## src/rtl/pipe_reg_pkg.sv

```systemverilog
`default_nettype none
// +----------------------------------------------------------------------------+
// | Module   : pipe_reg_pkg                                                     |
// | Brief    : Shared constants and helpers for the elastic pipeline register.  |
// | Revision : 1.0  initial release                                             |
// +----------------------------------------------------------------------------+
package pipe_reg_pkg;

  localparam int PIPE_REG_MAX_STAGES = 16;

  // Width needed to represent the values 0..n inclusive.
  function automatic int clog2_p1(input int n);
    return $clog2(n + 1);
  endfunction

endpackage
`default_nettype wire

```

## src/rtl/pipe_reg_stage.sv

```systemverilog
`default_nettype none
// +----------------------------------------------------------------------------+
// | Module   : pipe_reg_stage                                                   |
// | Brief    : One valid/data register of the elastic pipe plus its ready term. |
// | Revision : 1.0  initial release                                             |
// +----------------------------------------------------------------------------+
module pipe_reg_stage #(
  parameter int DATAWIDTH = 32
) (
  input  logic                 clk,
  input  logic                 rst,
  input  logic                 up_valid,
  input  logic [DATAWIDTH-1:0] up_data,
  input  logic                 dn_ready,
  input  logic                 clear,
  output logic                 valid,
  output logic [DATAWIDTH-1:0] data,
  output logic                 ready
);

  logic                 r_valid;
  logic [DATAWIDTH-1:0] r_data;
  logic                 w_ready;

  // A stage can take a word when empty or when its own word leaves this edge.
  assign w_ready = ~r_valid | dn_ready;

  always_ff @(posedge clk or negedge rst) begin
    if (!rst) begin
      r_valid <= 1'b0;
      r_data  <= '0;
    end else begin
      if (clear) begin
        r_valid <= 1'b0;
      end else if (w_ready) begin
        r_valid <= up_valid;
      end
      // Data only moves on a real transfer; a clear leaves it untouched.
      if (!clear && w_ready && up_valid) begin
        r_data <= up_data;
      end
    end
  end

  assign valid = r_valid;
  assign data  = r_data;
  assign ready = w_ready;

endmodule
`default_nettype wire

```

## src/rtl/pipe_reg.sv

```systemverilog
`default_nettype none
// +----------------------------------------------------------------------------+
// | Module   : pipe_reg                                                         |
// | Brief    : STAGES-deep elastic pipeline register with valid/ready per stage |
// |            and occupancy count. Define PIPE_REG_FLUSH_EN for a flush port.  |
// | Revision : 1.0  initial release                                             |
// +----------------------------------------------------------------------------+
module pipe_reg
  import pipe_reg_pkg::*;
#(
  parameter int DATAWIDTH = 32,
  parameter int STAGES    = 2
) (
  input  logic                          clk,
  input  logic                          rst,
  input  logic                          in_valid,
  output logic                          in_ready,
  input  logic [DATAWIDTH-1:0]          in_data,
  output logic                          out_valid,
  input  logic                          out_ready,
  output logic [DATAWIDTH-1:0]          out_data,
  output logic [clog2_p1(STAGES)-1:0]   count
`ifdef PIPE_REG_FLUSH_EN
  ,
  input  logic                          flush
`endif
);

  localparam int c_cnt_w = clog2_p1(STAGES);

  if (STAGES < 1 || STAGES > PIPE_REG_MAX_STAGES) begin : g_bad_stages
    $error("pipe_reg: STAGES must be in 1..%0d", PIPE_REG_MAX_STAGES);
  end

  logic [STAGES-1:0]    w_v;
  logic [DATAWIDTH-1:0] w_d    [STAGES];
  logic [STAGES-1:0]    w_up_v;
  logic [DATAWIDTH-1:0] w_up_d [STAGES];
  logic [STAGES:0]      w_rdy;
  logic                 w_flush;
  logic [c_cnt_w-1:0]   w_count;

`ifdef PIPE_REG_FLUSH_EN
  assign w_flush = flush;
`else
  assign w_flush = 1'b0;
`endif

  // Ready ripples combinationally from the output back to the input.
  assign w_rdy[STAGES] = out_ready;
  assign in_ready      = w_rdy[0] & ~w_flush;

  for (genvar g = 0; g < STAGES; g++) begin : g_stage
    if (g == 0) begin : g_head
      assign w_up_v[g] = in_valid & ~w_flush;
      assign w_up_d[g] = in_data;
    end else begin : g_body
      assign w_up_v[g] = w_v[g-1];
      assign w_up_d[g] = w_d[g-1];
    end

    pipe_reg_stage #(
      .DATAWIDTH (DATAWIDTH)
    ) u_stage (
      .clk      (clk),
      .rst      (rst),
      .up_valid (w_up_v[g]),
      .up_data  (w_up_d[g]),
      .dn_ready (w_rdy[g+1]),
      .clear    (w_flush),
      .valid    (w_v[g]),
      .data     (w_d[g]),
      .ready    (w_rdy[g])
    );
  end

  always_comb begin
    w_count = '0;
    for (int i = 0; i < STAGES; i++) begin
      w_count = w_count + c_cnt_w'(w_v[i]);
    end
  end

  assign out_valid = w_v[STAGES-1];
  assign out_data  = w_d[STAGES-1];
  assign count     = w_count;

endmodule
`default_nettype wire

```

## config.mk

```make
export PLATFORM = sky130hd
export DESIGN_NAME = pipe_reg
export DESIGN_NICKNAME = d
export VERILOG_FILES = /design/src/rtl/pipe_reg_pkg.sv /design/src/rtl/pipe_reg_stage.sv /design/src/rtl/pipe_reg.sv
export SDC_FILE = /design/constraint.sdc
export NUM_CORES = 1
export LEC_CHECK = 0
export CAP_MARGIN = 20
export CORE_ASPECT_RATIO = 0.8
export CORE_MARGIN = 5
export CORE_UTILIZATION = 35
export DETAILED_ROUTE_END_ITERATION = 7
export GPL_TIMING_DRIVEN = 0
export PLACE_DENSITY_LB_ADDON = 0.12
export SLEW_MARGIN = 20
export SYNTH_ARGS = -nofsm -noshare
export SYNTH_HDL_FRONTEND = slang
export SYNTH_SLANG_ARGS = --single-unit
export TNS_END_PERCENT = 5
```

## constraint.sdc

```tcl
create_clock -name clk -period 2.5 [get_ports clk]
set_input_delay 0.75 -clock clk [delete_from_list [all_inputs] [get_ports clk]]
set_output_delay 0.75 -clock clk [all_outputs]
set_load 0.05 [all_outputs]
```

* Yosys cells after proc, flatten, opt, wreduce, memory -nomap -nowiden *
Index checks and enable logic that the tools add are counted.

word-level totals
  bits in registers = 66
  bits of input ports = 36
  output and inout bits = 36
  logic and storage cells = 11

cells by class
  add/subtract/negate cells = 1
  bitwise logic cells = 4
  reductions and logical operators = 2

operator list
  operator           number
  $add 1x1->2        1
  $logic_and 1x1->1  2
  $not 1->1          2
  $or 1x1->1         2

* Depth between registers and ports, before layout *
  word-level depth = 4
  gate-level depth with buffers = 4
  gate-level depth less buffers = 3

* Cells and area by module *
From an unflattened synthesis, not the netlist that was laid out.

second synthesis, totals
  cell total of the unflattened synthesis = 148
  area total of the unflattened synthesis = 2543.7 um^2

by module, submodules not included
  module          times used  cells each  area an instance (um^2)  sequential area each (um^2)
  pipe_reg_stage  2           73          1263.7                   825.8
  pipe_reg        1           2           16.3                     0.0

* Worst setup path after synthesis *
Ideal clock, no wire load.

  kind = register to output
  start point = register g_stage[1].u_stage.r_valid
  end point = output port count[0]
  arrival time = 1245 ps
  data required time = 1750 ps
  path slack = 505 ps
  cell stages (with the launch flop) = 2
  path buffers = 0
  cells stage by stage = dfrtp_1 > ha_1

between the ends
  longest elaborated chain between the ends = 1

ends and longest elaborated chain
  element                   line                  text
  start: declaration        pipe_reg_stage.sv:21  logic r_valid;
  start signal: assignment  pipe_reg_stage.sv:36  r_valid <= up_valid;
  $add 1x1->2               pipe_reg.sv:80        w_count = w_count + c_cnt_w'(w_v[i]);
  end: declaration          pipe_reg.sv:22        output logic [clog2_p1(STAGES)-1:0] count

No other way between the ends.

* Final worst setup path *
  start point = input port out_ready
  end point = output port in_ready

between the ends
  longest elaborated chain between the ends = 2

ends and longest elaborated chain
  element                  line                  text
  start: declaration       pipe_reg.sv:20        input logic out_ready,
  $or 1x1->1 (2 in a row)  pipe_reg_stage.sv:26  assign w_ready = ~r_valid | dn_ready;
  end: declaration         pipe_reg.sv:17        output logic in_ready,

No other way between the ends.

==> summary.txt <==
Clocking
  – Root Driver: clkbuf_8
  – CTS sink count: 66
  – Htree depth: 3
  – Post-CTS setup buffers: 0
  – CTS tree: done
  – CTS buffer count: 9
  – CTS resizes: 5
  – Hold buffers post-CTS: 0
  – Longest Clk Path Bufs: 2
  – Clock latency on the worst-skew pair: approximately 330 ps
  – Clk pin slew, worst setup/hold paths: 70 ps

Die
  – Die Wd: 109.3 um
  – Die Span Y: 89.45 um
  – Io pins: 72
  – Initial Util: 35.40%
  – Std cell rows: 29
  – Die area: 9777 sq um
  – Core area: 7801 sq um

Synth
  – Syn nets: 180
  – Syn Inst Count: 143
  – Syn Std Cell Area: 2761 sq um
  – Yosys cell types: 11
  – #FFs+latches synth: 66
  – Sequential share of the synthesized area: 59.81%
  – Warnings, synthesis: 0
  – Syn_area_per_cell: 19.31 sq um

Power
  – Cell area power density: 959.5 nW/um^2
  – Worst vdd ir: between 0.3 and 0.4 mV
  – Total power: approximately 3.7 mW
  – P_leak: 1.780 nW

Critical path
  – Max FO, Critical Path: 3
  – WP data required: 1750 ps
  – Reg2reg setup slack: 1120 ps
  – CP Launch Type: input port
  – Worst path arrival time: 1640 ps
  – Worst reg2reg path depth: 4
  – FF-to-FF Start: g_stage[1].u_stage.valid
  – Worst r2r dst: g_stage[1].u_stage.data[30]
  – Worst setup path class: input port to primary output
  – Worst setup EP type: primary output

Cells and area
  – Design area: about 3800 sq um
  – Final Non-Filler Cells: 338
  – Final Net Count: 263
  – Antenna Cells: 0
  – Share of cells above drive strength 1: 39.13%
  – Fin util: 48.98%
  – Synthesis-to-finish area growth: 38.38%

Timing
  – Tcrit/Tclk final: 95.60%
  – Setup Skew: 5.595 ps
  – Max Slew Vio Count: 0
  – Least-Margin Pin Slew: approximately 520 ps
  – Final Hold Vio Count: 0
  – Tmin final: 2390 ps
  – Final setup violation count: 0
  – Max Freq: 418.4 MHz
  – WHS: 357.4 ps
  – RSZ-0062 raised after global routing: false
  – Slew Limit Headroom: between 60% and 70%

Run
  – Max-cap violation count: 0

Global route
  – Remaining global-route overflow: 0
  – Largest net degree at the start of global routing: 35
  – Antenna violations before repair: 0
  – Global-route wire length before repair: 8956 um
  – Total track usage: 12.42%
  – Vias in the first global route: 1720

Routing
  – ANT nets after route: 0
  – Initial drt markers: 12
  – DRT Pass-1 Iters: 2
  – Via Count: roughly 1500
  – WL per Instance: approximately 16 um
  – Drt total wl: about 5400 um
  – Drt drc: 0
  – Vias per cell: 4.328

Min path
  – Worst min path class: input port to asynchronous set/reset pin

Place
  – Placer Congestion: 0.6735
  – Port Buffer Count: 71
  – Placement Cell Area: 3625 sq um
  – Dpl cells: about 320
  – Dpl hpwl: 3918 um

Status
  – Status: complete, no violations
-- Yosys cell counts --
library cell / instances / area (sq um)
nand2b_1: 2 / 12.51
mux2_2: 4 / 45.04
dfrtp_1: 66 / 1652
nand3b_4: 1 / 20.02
or2b_1: 1 / 7.510
buf_6: 3 / 33.78
ha_1: 1 / 12.51
nand2_2: 1 / 6.260
nand2_4: 1 / 11.26
mux2_4: 60 / 900.9
buf_12: 3 / 60.06
-- through the flow --
stage               worst slack [ps]  setup TNS, ps
floorplan                      505.2              0
global placement               -1283         -84880
detailed placement            -434.1         -434.1
CTS                           -4.379         -4.379
global route                   69.17              0
finish                         110.0              0
-- cell usage in the layout (no fill, tap or decap), types with 2 or more instances in the layout --
cell / n
nand2b_1: 2
dfrtp_1: 66
clkdlybuf4s50_1: 67
mux2_2: 4
dlygate4sd2_1: 2
clkbuf_8: 12
mux2_4: 60
buf_12: 4
buf_6: 3
-- registers in the layout, indices dropped and copies added, names as in the netlist --
name	cells
g_stage.u_stage.valid	2
g_stage.u_stage.data	64
-- how the worst max path moves through the flow --
stage | to | from | slack, ps | depth (start not counted)
finish | in_ready | out_ready | 110 | 3
global route | count[0] | g_stage[0].u_stage.valid | 70 | 2
CTS | in_ready | out_ready | -4 | 3
detailed placement | in_ready | out_ready | -430 | 3
global placement | g_stage[0].u_stage.data[17] | rst | -1280 | 1
floorplan | count[0] | g_stage[1].u_stage.valid | 510 | 1
-- power by group --
part,switching (mW),total (mW),internal (mW)
combinational,0.730,1.34,0.608
clock,0.378,0.914,0.536
sequential,0.129,1.41,1.29
total,1.24,3.67,2.43
-- per-layer routing --
| metal | vias to the layer above | GRT usage, % | wire (um) |
|---|---|---|---|
| met5 | - | 0 | 0 |
| met4 | 0 | 5.436 | 107 |
| met3 | 12 | 5.704 | 421 |
| met2 | 47 | 18.17 | 2431 |
| met1 | 737 | 15.90 | 2440 |
| li1 | 667 | - | - |
-- critical path, cell delays in order --
cell             delay (ps)
clkdlybuf4s50_1         470
nand3b_4                150
buf_2                   270
-- kinds of logic (layout without fill, tap and decap cells) --
family                     count (synthesis)  after routing  share of synthesized area [%]
muxes                                     64             64                          34.25
adders and majority gates                  1              1                         0.4530
and+or+nand+nor                            6              6                          2.084
DFF                                       66             66                          59.81
buffers and inverters                      6             93                          3.398
-- final cells by class --
cell class | count | area, sq um
buffer | 6 | 93.84
timing repair buffer | 72 | 720.7
clock buffer | 13 | 168.9
fill | 669 | 3980
sequential | 66 | 1652
multi-input combinational | 71 | 1016
tap | 108 | 135.1
clock inverter | 2 | 35.03
Note: power is estimated with default switching activity, not from simulation.
